$ cat src/rtl/operand_fetch_pkg.sv
// Shared core constants, operand-stage payload type and the forwarding/hazard helpers.
package operand_fetch_pkg;

    localparam int XLEN   = 64;
    localparam int NREG   = 32;
    localparam int REG_AW = 5;
    localparam int RF_AW  = 64;

    typedef logic [XLEN-1:0]   xword_t;
    typedef logic [REG_AW-1:0] reg_idx_t;

    typedef struct packed {
        xword_t   op1;
        xword_t   op2;
        xword_t   pc;
        xword_t   imm;
        logic     rd_en;
        reg_idx_t rd_addr;
    } ex_payload_t;

    // x0 always reads zero; otherwise a same-cycle writeback beats the stale regfile value.
    function automatic xword_t resolve_operand(
        input logic     src_en,
        input reg_idx_t idx,
        input logic     wb_en,
        input reg_idx_t wb_addr,
        input xword_t   wb_data,
        input xword_t   rf_data
    );
        if (!src_en || idx == '0)
            return '0;
        else if (wb_en && wb_addr == idx)
            return wb_data;
        else
            return rf_data;
    endfunction

    function automatic logic src_hazard(
        input logic            src_en,
        input reg_idx_t        idx,
        input logic [NREG-1:0] busy,
        input logic            wb_en,
        input reg_idx_t        wb_addr,
        input logic            ex_valid,
        input logic            ex_rd_en,
        input reg_idx_t        ex_rd_addr
    );
        logic pending;
        logic in_flight;
        pending   = busy[idx] && !(wb_en && wb_addr == idx);
        in_flight = ex_valid && ex_rd_en && ex_rd_addr == idx;
        return src_en && idx != '0 && (pending || in_flight);
    endfunction

endpackage

$ cat src/rtl/operand_fetch_if.sv
// Decode-to-operand-fetch and operand-fetch-to-execute handshake bundle.
interface operand_fetch_if;
    import operand_fetch_pkg::*;

    logic     id_valid;
    logic     id_ready;
    logic     id_rs1_en;
    logic     id_rs2_en;
    logic     id_rd_en;
    reg_idx_t id_rs1_addr;
    reg_idx_t id_rs2_addr;
    reg_idx_t id_rd_addr;
    xword_t   id_pc;
    xword_t   id_imm;

    logic     ex_valid;
    logic     ex_ready;
    xword_t   ex_op1;
    xword_t   ex_op2;
    xword_t   ex_pc;
    xword_t   ex_imm;
    logic     ex_rd_en;
    reg_idx_t ex_rd_addr;

    // master is the surrounding pipeline (decode + execute), slave is operand_fetch.
    modport master (
        output id_valid, id_rs1_en, id_rs2_en, id_rd_en,
               id_rs1_addr, id_rs2_addr, id_rd_addr, id_pc, id_imm, ex_ready,
        input  id_ready, ex_valid, ex_op1, ex_op2, ex_pc, ex_imm, ex_rd_en, ex_rd_addr
    );

    modport slave (
        input  id_valid, id_rs1_en, id_rs2_en, id_rd_en,
               id_rs1_addr, id_rs2_addr, id_rd_addr, id_pc, id_imm, ex_ready,
        output id_ready, ex_valid, ex_op1, ex_op2, ex_pc, ex_imm, ex_rd_en, ex_rd_addr
    );

endinterface

$ cat src/rtl/operand_fetch_gpr_scoreboard.sv
// Per-register busy bits for results handed to execute but not yet written back.
module gpr_scoreboard
    import operand_fetch_pkg::*;
(
    input  logic            clk,
    input  logic            reset,
    input  logic            set_en,
    input  reg_idx_t        set_addr,
    input  logic            clr_en,
    input  reg_idx_t        clr_addr,
    output logic [NREG-1:0] busy
);

    logic [NREG-1:0] set_mask;
    logic [NREG-1:0] clr_mask;
    logic [NREG-1:0] busy_next;

    // Set is applied after clear so a new producer of the same register wins; x0 is never tracked.
    always_comb begin
        set_mask  = set_en ? (NREG'(1) << set_addr) : '0;
        clr_mask  = clr_en ? (NREG'(1) << clr_addr) : '0;
        busy_next = (busy & ~clr_mask) | set_mask;
        busy_next[0] = 1'b0;
    end

    always_ff @(posedge clk) begin
        if (reset)
            busy <= '0;
        else
            busy <= busy_next;
    end

endmodule

$ cat src/rtl/operand_fetch.sv
// Operand fetch stage: regfile read, writeback forwarding, RAW hazard stall and one output register.
module operand_fetch
    import operand_fetch_pkg::*;
(
    input  logic             clk,
    input  logic             reset,
    operand_fetch_if.slave   bus,
    output logic             rs1_en,
    output logic             rs2_en,
    output logic [RF_AW-1:0] rs1_addr,
    output logic [RF_AW-1:0] rs2_addr,
    input  xword_t           rs1_data,
    input  xword_t           rs2_data,
    input  logic             wb_en,
    input  reg_idx_t         wb_addr,
    input  xword_t           wb_data,
    input  logic             flush,
    output logic [31:0]      stall_cnt
);

    logic            ex_valid_q;
    ex_payload_t     ex_q;
    ex_payload_t     ex_d;
    logic [NREG-1:0] busy;
    logic            haz1;
    logic            haz2;
    logic            hazard;
    logic            id_ready;
    logic            capture;
    logic            handoff;

    assign rs1_en   = bus.id_rs1_en;
    assign rs2_en   = bus.id_rs2_en;
    assign rs1_addr = RF_AW'(bus.id_rs1_addr);
    assign rs2_addr = RF_AW'(bus.id_rs2_addr);

    always_comb begin
        haz1 = src_hazard(bus.id_rs1_en, bus.id_rs1_addr, busy, wb_en, wb_addr,
                          ex_valid_q, ex_q.rd_en, ex_q.rd_addr);
        haz2 = src_hazard(bus.id_rs2_en, bus.id_rs2_addr, busy, wb_en, wb_addr,
                          ex_valid_q, ex_q.rd_en, ex_q.rd_addr);
        hazard = haz1 || haz2;
    end

    assign id_ready = (!ex_valid_q || bus.ex_ready) && !hazard && !flush && !reset;
    assign capture  = bus.id_valid && id_ready;
    // A flushed entry is squashed, so it must not mark its destination busy.
    assign handoff  = ex_valid_q && bus.ex_ready && ex_q.rd_en && ex_q.rd_addr != '0 && !flush;

    always_comb begin
        ex_d.op1     = resolve_operand(bus.id_rs1_en, bus.id_rs1_addr, wb_en, wb_addr, wb_data, rs1_data);
        ex_d.op2     = resolve_operand(bus.id_rs2_en, bus.id_rs2_addr, wb_en, wb_addr, wb_data, rs2_data);
        ex_d.pc      = bus.id_pc;
        ex_d.imm     = bus.id_imm;
        ex_d.rd_en   = bus.id_rd_en;
        ex_d.rd_addr = bus.id_rd_addr;
    end

    always_ff @(posedge clk) begin
        if (reset) begin
            ex_valid_q <= 1'b0;
            ex_q       <= '0;
        end else if (flush) begin
            ex_valid_q <= 1'b0;
        end else if (capture) begin
            ex_valid_q <= 1'b1;
            ex_q       <= ex_d;
        end else if (ex_valid_q && bus.ex_ready) begin
            ex_valid_q <= 1'b0;
        end
    end

    always_ff @(posedge clk) begin
        if (reset)
            stall_cnt <= '0;
        else if (bus.id_valid && hazard && stall_cnt != 32'hFFFF_FFFF)
            stall_cnt <= stall_cnt + 32'd1;
    end

    gpr_scoreboard u_scoreboard (
        .clk      (clk),
        .reset    (reset),
        .set_en   (handoff),
        .set_addr (ex_q.rd_addr),
        .clr_en   (wb_en),
        .clr_addr (wb_addr),
        .busy     (busy)
    );

    assign bus.id_ready   = id_ready;
    assign bus.ex_valid   = ex_valid_q;
    assign bus.ex_op1     = ex_q.op1;
    assign bus.ex_op2     = ex_q.op2;
    assign bus.ex_pc      = ex_q.pc;
    assign bus.ex_imm     = ex_q.imm;
    assign bus.ex_rd_en   = ex_q.rd_en;
    assign bus.ex_rd_addr = ex_q.rd_addr;

endmodule

$ cat src/flat_wrapper.sv
// flat-port wrapper written by rule: the top's interface ports become plain ports
module operand_fetch_flat import operand_fetch_pkg::*;
  (clk, reset, rs1_en, rs2_en, rs1_addr, rs2_addr, rs1_data, rs2_data, wb_en, wb_addr, wb_data, flush, stall_cnt, bus_id_valid, bus_id_rs1_en, bus_id_rs2_en, bus_id_rd_en, bus_id_rs1_addr, bus_id_rs2_addr, bus_id_rd_addr, bus_id_pc, bus_id_imm, bus_ex_ready, bus_id_ready, bus_ex_valid, bus_ex_op1, bus_ex_op2, bus_ex_pc, bus_ex_imm, bus_ex_rd_en, bus_ex_rd_addr);
  operand_fetch_if bus_i ();
  input  logic clk;
  input  logic reset;
  output logic rs1_en;
  output logic rs2_en;
  output logic [RF_AW-1:0] rs1_addr;
  output logic [RF_AW-1:0] rs2_addr;
  input  xword_t rs1_data;
  input  xword_t rs2_data;
  input  logic wb_en;
  input  reg_idx_t wb_addr;
  input  xword_t wb_data;
  input  logic flush;
  output logic [31:0] stall_cnt;
  input wire logic [$bits(bus_i.id_valid)-1:0] bus_id_valid;
  input wire logic [$bits(bus_i.id_rs1_en)-1:0] bus_id_rs1_en;
  input wire logic [$bits(bus_i.id_rs2_en)-1:0] bus_id_rs2_en;
  input wire logic [$bits(bus_i.id_rd_en)-1:0] bus_id_rd_en;
  input wire logic [$bits(bus_i.id_rs1_addr)-1:0] bus_id_rs1_addr;
  input wire logic [$bits(bus_i.id_rs2_addr)-1:0] bus_id_rs2_addr;
  input wire logic [$bits(bus_i.id_rd_addr)-1:0] bus_id_rd_addr;
  input wire logic [$bits(bus_i.id_pc)-1:0] bus_id_pc;
  input wire logic [$bits(bus_i.id_imm)-1:0] bus_id_imm;
  input wire logic [$bits(bus_i.ex_ready)-1:0] bus_ex_ready;
  output wire logic [$bits(bus_i.id_ready)-1:0] bus_id_ready;
  output wire logic [$bits(bus_i.ex_valid)-1:0] bus_ex_valid;
  output wire logic [$bits(bus_i.ex_op1)-1:0] bus_ex_op1;
  output wire logic [$bits(bus_i.ex_op2)-1:0] bus_ex_op2;
  output wire logic [$bits(bus_i.ex_pc)-1:0] bus_ex_pc;
  output wire logic [$bits(bus_i.ex_imm)-1:0] bus_ex_imm;
  output wire logic [$bits(bus_i.ex_rd_en)-1:0] bus_ex_rd_en;
  output wire logic [$bits(bus_i.ex_rd_addr)-1:0] bus_ex_rd_addr;
  assign bus_i.id_valid = bus_id_valid;
  assign bus_i.id_rs1_en = bus_id_rs1_en;
  assign bus_i.id_rs2_en = bus_id_rs2_en;
  assign bus_i.id_rd_en = bus_id_rd_en;
  assign bus_i.id_rs1_addr = bus_id_rs1_addr;
  assign bus_i.id_rs2_addr = bus_id_rs2_addr;
  assign bus_i.id_rd_addr = bus_id_rd_addr;
  assign bus_i.id_pc = bus_id_pc;
  assign bus_i.id_imm = bus_id_imm;
  assign bus_i.ex_ready = bus_ex_ready;
  assign bus_id_ready = bus_i.id_ready;
  assign bus_ex_valid = bus_i.ex_valid;
  assign bus_ex_op1 = bus_i.ex_op1;
  assign bus_ex_op2 = bus_i.ex_op2;
  assign bus_ex_pc = bus_i.ex_pc;
  assign bus_ex_imm = bus_i.ex_imm;
  assign bus_ex_rd_en = bus_i.ex_rd_en;
  assign bus_ex_rd_addr = bus_i.ex_rd_addr;
  operand_fetch u_core (.clk(clk), .reset(reset), .bus(bus_i), .rs1_en(rs1_en), .rs2_en(rs2_en), .rs1_addr(rs1_addr), .rs2_addr(rs2_addr), .rs1_data(rs1_data), .rs2_data(rs2_data), .wb_en(wb_en), .wb_addr(wb_addr), .wb_data(wb_data), .flush(flush), .stall_cnt(stall_cnt));
endmodule
$ cat config.mk
export PLATFORM = sky130hd
export DESIGN_NAME = operand_fetch_flat
export DESIGN_NICKNAME = d
export VERILOG_FILES = /design/src/rtl/operand_fetch_pkg.sv /design/src/rtl/operand_fetch_if.sv /design/src/rtl/operand_fetch_gpr_scoreboard.sv /design/src/rtl/operand_fetch.sv /design/src/flat_wrapper.sv
export SDC_FILE = /design/constraint.sdc
export NUM_CORES = 1
export LEC_CHECK = 0
export BUFFER_PORTS_ARGS = -buffer_cell sky130_fd_sc_hd__buf_2
export CORE_AREA = 2 2 299 301
export DETAILED_ROUTE_END_ITERATION = 7
export DIE_AREA = 0 0 301 303
export GPL_TIMING_DRIVEN = 0
export SETUP_SLACK_MARGIN = 0.1
export SLEW_MARGIN = 10
export SYNTH_ARGS = -nofsm -noshare
export SYNTH_HDL_FRONTEND = slang
export SYNTH_SLANG_ARGS = --single-unit
$ cat constraint.sdc
create_clock -name clk -period 5.2 [get_ports clk]
set_clock_uncertainty 0.2 [all_clocks]
set_input_delay 1.04 -clock clk [delete_from_list [all_inputs] [get_ports clk]]
set_output_delay 1.04 -clock clk [all_outputs]
set_load 0.05 [all_outputs]
[Yosys cells after proc, flatten, opt, wreduce, memory -nomap -nowiden]
Index checks and enable logic that the tools add are counted.
Word-level totals
  flip-flop bits (word level): 327
  output and inout bits: 426
  word-level logic and storage cells: 79
Operators by class
  $add $sub $neg: 1
  magnitude comparators: 2
  equality and inequality tests: 5
  shift operators: 2
  mux-type cells: 12
  bitwise operators: 4
  reductions and logical operators: 43
Operators with widths (number)
  two-way mux 64 bit: 4
  two-way mux 32 bit: 2
  << shifter 1 x 5 -> 32 bit, first input constant: 2
  adder 32 x 1 -> 32 bit, second input constant: 1
  bitwise AND 32 bit: 1
  inequality test 32 bit, second input constant: 1
  NOT 32 bit: 1
  bitwise OR 32 bit: 1
  logical AND 1 bit: 21
  equality test 5 bit: 4
  nonzero test 5 bit: 3
  < comparator 5 x 6 -> 1 bit, second input constant: 2
  binary-select mux 1 bit (select 5 bit): 2
  zero test 5 bit: 2
  zero test 1 bit: 8
  logical OR 1 bit: 6
  two-way mux 1 bit: 4
  AND reduction 2 bit: 1
  nonzero test 2 bit: 1
  OR reduction 2 bit: 1
  NOT 1 bit: 1

[Depth between registers and ports, before layout]
  depth in word-level cells: 13
  mapped depth: 11
  gate-level depth less buffers: 8

[Cells and area by module]
From an unflattened synthesis, not the netlist that was laid out.
Unflattened totals
  cells, all modules: 1610
  area total of the unflattened synthesis: 15906.5 um^2
Modules (own cells, without submodules)
  operand_fetch: times used 1, cells each 1466, area each 14579.0 um^2
  gpr_scoreboard: times used 1, cells each 144, area each 1327.5 um^2

[Worst setup path after synthesis]
Ideal clock, no wire load.
  path kind: input to output
  from: input bus_id_rs1_addr[1]
  to: output bus_id_ready
  arrival time: 3674 ps
  path slack: 286 ps
  stages: 9
  path buffers: 3
  path through: buf_1 > mux4_2 > and2_1 > a2111oi_2 > o31ai_1 > a221oi_2 > clkbuf_1 > clkbuf_1 > and3_1
Between the ends
  longest elaborated chain between the ends: 11
Ends and longest elaborated chain
  start: declaration: RTL line flat_wrapper.sv:22  | input wire logic [$bits(bus_i.id_rs1_addr)-1:0] bus_id_rs1_addr;
  parallel branches: the longest is 5 deep, another holds binary-select mux 1 bit (select 5 bit)
  logical AND 1 bit *: RTL line operand_fetch_pkg.sv:52  | return src_en && idx != '0 && (pending || in_flight);
  logical OR 1 bit *: RTL line operand_fetch.sv:42  | hazard = haz1 || haz2;
  zero test 1 bit *: RTL line operand_fetch.sv:45  | assign id_ready = (!ex_valid_q || bus.ex_ready) && !hazard && !flush && !reset;
  logical AND 1 bit * (3 in a row): RTL line operand_fetch.sv:45
  end: declaration: RTL line flat_wrapper.sv:28  | output wire logic [$bits(bus_i.id_ready)-1:0] bus_id_ready;
Mark *: on every way between the ends. The select of a mux whose other input is x is not followed.

[Worst setup path after layout]
Ends and elaborated chain as after synthesis.

==> summary.txt <==
Run status
  • Run status: finished clean

Finish
  • Non-Filler Cell Area, Final: 23340 sq um
  • # nets final: 3057
  • Layout cells sized above 1: 0.4049
  • Area grow syn2layout: 38.14%
  • FILL cells: 9621
  • Reg area: 6526 sq um
  • Multi-input gate area: 9205 sq um

Timing
  • Slew margin rel.: 0.2847
  • Sum Neg Setup Slack: 0 ns
  • Minimum clock period: 4.786 ns
  • Final clock period utilization by the worst path: 0.9205
  • RSZ-0062 raised after global routing: false
  • Worst Max-Slew Pin Slew: 1.070 ns
  • Finish-stage setup viols: 0
  • Fmax: 0.2089 GHz
  • Max Slew Vio Count: 0
  • Final Hold Fails: 0

Logic synthesis
  • Yosys top cell area share: 0.3862
  • Synth area leaders: dfxtp_1 39%, mux2_2 14%, nor2b_1 11%, nand2_1 6.8%, buf_4 5.8%
  • Avg Cell Area, Syn: 8.898 sq um
  • Area leader, netlist: dfxtp_1
  • Ys Warns: 0
  • Seq/Total Area, Yosys: 0.3862
  • Most frequent cell after synthesis: dfxtp_1
  • Post-synthesis instance total: 1899
  • Post-synth top cells: 326 x dfxtp_1, 305 x nand2_1, 284 x nor2b_1
  • Post-Syn Area: 16900 sq um
  • Asr flop ratio synth: 0
  • EDFF count, synth: 0
  • Post-synthesis cell type count: 47
  • Synth Register Bits: 326
  • Top FF cell, synth: dfxtp_1

Drt
  • Initial DRT Pass Iterations: 5
  • Post-route DRC: 0
  • 1st-iter DRT viols: 1103
  • WL final: 77.65 mm
  • Vias: 16330
  • Vias/cell: 4.174
  • Avg WL per Cell: 19.85 um
  • ANT nets after route: 0

Setup path
  • Kind of critical path: in2out
  • Startpoint types: input pin
  • Max FO, Critical Path: 20
  • Critical Path RT: 3.96 ns
  • WP data arrival: 3.55 ns
  • Worst Reg2Reg Path Length in Cells: 12
  • Crit end category: primary output

Placed design
  • Gpl congestion: 0.9575
  • Input/output buffers: 649
  • DP HPWL: 63.07 mm
  • Area after DPL: 22050 sq um

Global route
  • Largest net degree at the start of global routing: 20
  • Initial antenna violation count: 40
  • Tot GR Track Use: 0.1593
  • First-pass GRT wire length: 105.2 mm
  • Vias in the first global route: 15230
  • Grt total ovfl: 0

Clocking
  • Worst-Skew Late Latency: 0.56 ns
  • CTS root buf: clkbuf_16
  • Clk sinks: 326
  • CTS max path bufs: 3
  • Clock Pin Slew Worst Setup and Hold Paths: 0.05 ns
  • H-Tree Depth: 2
  • CTS tree: yes
  • Cts bufs inserted: 40

Hold path
  • WHS Path Cells: 2
  • Worst Hold Class: reg2reg

Job
  • Max-Cap Viols: 0

Floorplan
  • Starting Density: 0.1921
  • Core box area: 87970 sq um
  • Full die area: 91200 sq um
  • Io pins: 775
  • Die height: 303 um
  • Die width: 301 um
  • Cell row count: 109

Power
  • Power Dens Cells: 283.3 nW/um^2
  • Worst vdd ir: 0.2360 mV
  • Leak pwr: 11.20 nW
==> layout by cell type (no fill, tap or decap), drive strengths merged, types with 6 or more instances in the layout <==
cell    count
mux2i      10
buf       825
nand3      21
mux2      279
clkinv      6
xor2        8
nor2       31
conb      118
mux4       11
clkbuf    145
nor4        8
nor3       12
nand2b      6
nand3b      6
a21oi     173
nand4      16
and3        8
xnor2      12
inv         8
diode      17
dfxtp     326
o21ai      35
nor2b     284
o31ai      16
or4        18
nand2     305
or3         6
==> layer usage <==
| metal | vias up | track usage | routed length [um] |
|---|---|---|---|
| met2 | 818 | 0.2745 | 37280 |
| met3 | 158 | 0.04518 | 6557 |
| met5 | - | 0 | 69 |
| li1 | 7788 | - | - |
| met4 | 10 | 0.06136 | 3228 |
| met1 | 7551 | 0.1866 | 30520 |
==> path summary, 6_finish.rpt <==
kind	start	end	slack [ns]
setup / recovery	bus_id_rs1_addr[1]	bus_id_ready	0.41
hold / removal	u_core.u_scoreboard.busy[1]$_SDFF_PP0_	u_core.u_scoreboard.busy[1]$_SDFF_PP0_	0.29
setup reg to reg	u_core.bus.ex_rd_addr[4]$_SDFFE_PP0P_	u_core.bus.ex_op2[39]$_SDFFE_PP0P_	0.66
hold reg to reg	u_core.u_scoreboard.busy[1]$_SDFF_PP0_	u_core.u_scoreboard.busy[1]$_SDFF_PP0_	0.29
==> critical path, cell delays in order <==
cell and delay (ns):
buf_2 0.14, buf_2 0.30, mux4_2 0.37, and2_1 0.20
a2111oi_2 0.35, o31ai_1 0.15, a221oi_2 0.24, buf_4 0.30
and3_1 0.19, buf_2 0.26
==> sequential cells by signal, indices dropped and copies added, names as in the netlist <==
name / flops
u_core.bus.ex_op1: 64
u_core.stall_cnt: 32
u_core.bus.ex_rd_en: 1
u_core.bus.ex_imm: 64
u_core.bus.ex_op2: 64
u_core.u_scoreboard.busy: 31
u_core.bus.ex_pc: 64
u_core.bus.ex_valid: 1
u_core.bus.ex_rd_addr: 5
==> timing repair <==
| action | CTS | global route |
|---|---|---|
| endpoints found under the setup margin | 1 | 1 |
| gates resized for setup | 3 | 0 |
| hold endpoints to repair | 0 | 0 |
| hold buffers | 0 | 0 |
| pin swaps | 1 | 0 |
| gates cloned | 0 | 0 |
| setup buffers | 2 | 0 |
==> logic make-up after synthesis <==
group	after synthesis	share of synthesized area
multiplexers	300	0.2065
XOR/XNOR	20	0.01037
AO/OA/AOI/OAI	238	0.07582
other	1	0.0002219
adder cells (fa/ha/maj)	1	0.0007403
AND/OR/NAND/NOR	740	0.2251
buffers and inverters	273	0.09500
flip-flops	326	0.3862
==> metrics by stage <==
stage	util	std cells	hold WS [ns]	power [mW]	setup WS (ns)
floorplan	-	2016	0.2603	3.517	0.2863
global placement	0.2506	3830	0.2760	3.905	-0.7315
detailed placement	0.2507	3830	0.2817	3.910	-0.7133
CTS	0.2649	3895	0.2919	6.687	0.2031
global route	0.2650	3897	0.3161	6.857	0.3195
finish	0.2654	3911	0.2928	6.612	0.4135
==> final cells by class <==
type / count / share of cell area
multi-input cells: 1417 / 0.3944
plain buffers: 265 / 0.06791
inverters: 6 / 0.0009648
well taps: 1165 / 0.06245
flip-flops and latches: 326 / 0.2796
clock buffers: 54 / 0.04947
repair buffers: 651 / 0.1398
diodes: 17 / 0.001822
clock inverters: 10 / 0.003645
==> power breakdown <==
group	switching (mW)	internal (mW)	total, mW
Combinational	0.868	0.381	1.25
Sequential	0.0381	2.57	2.61
Clock	1.16	1.59	2.75
Total	2.07	4.55	6.61
Power figures use the tool's default switching activity.
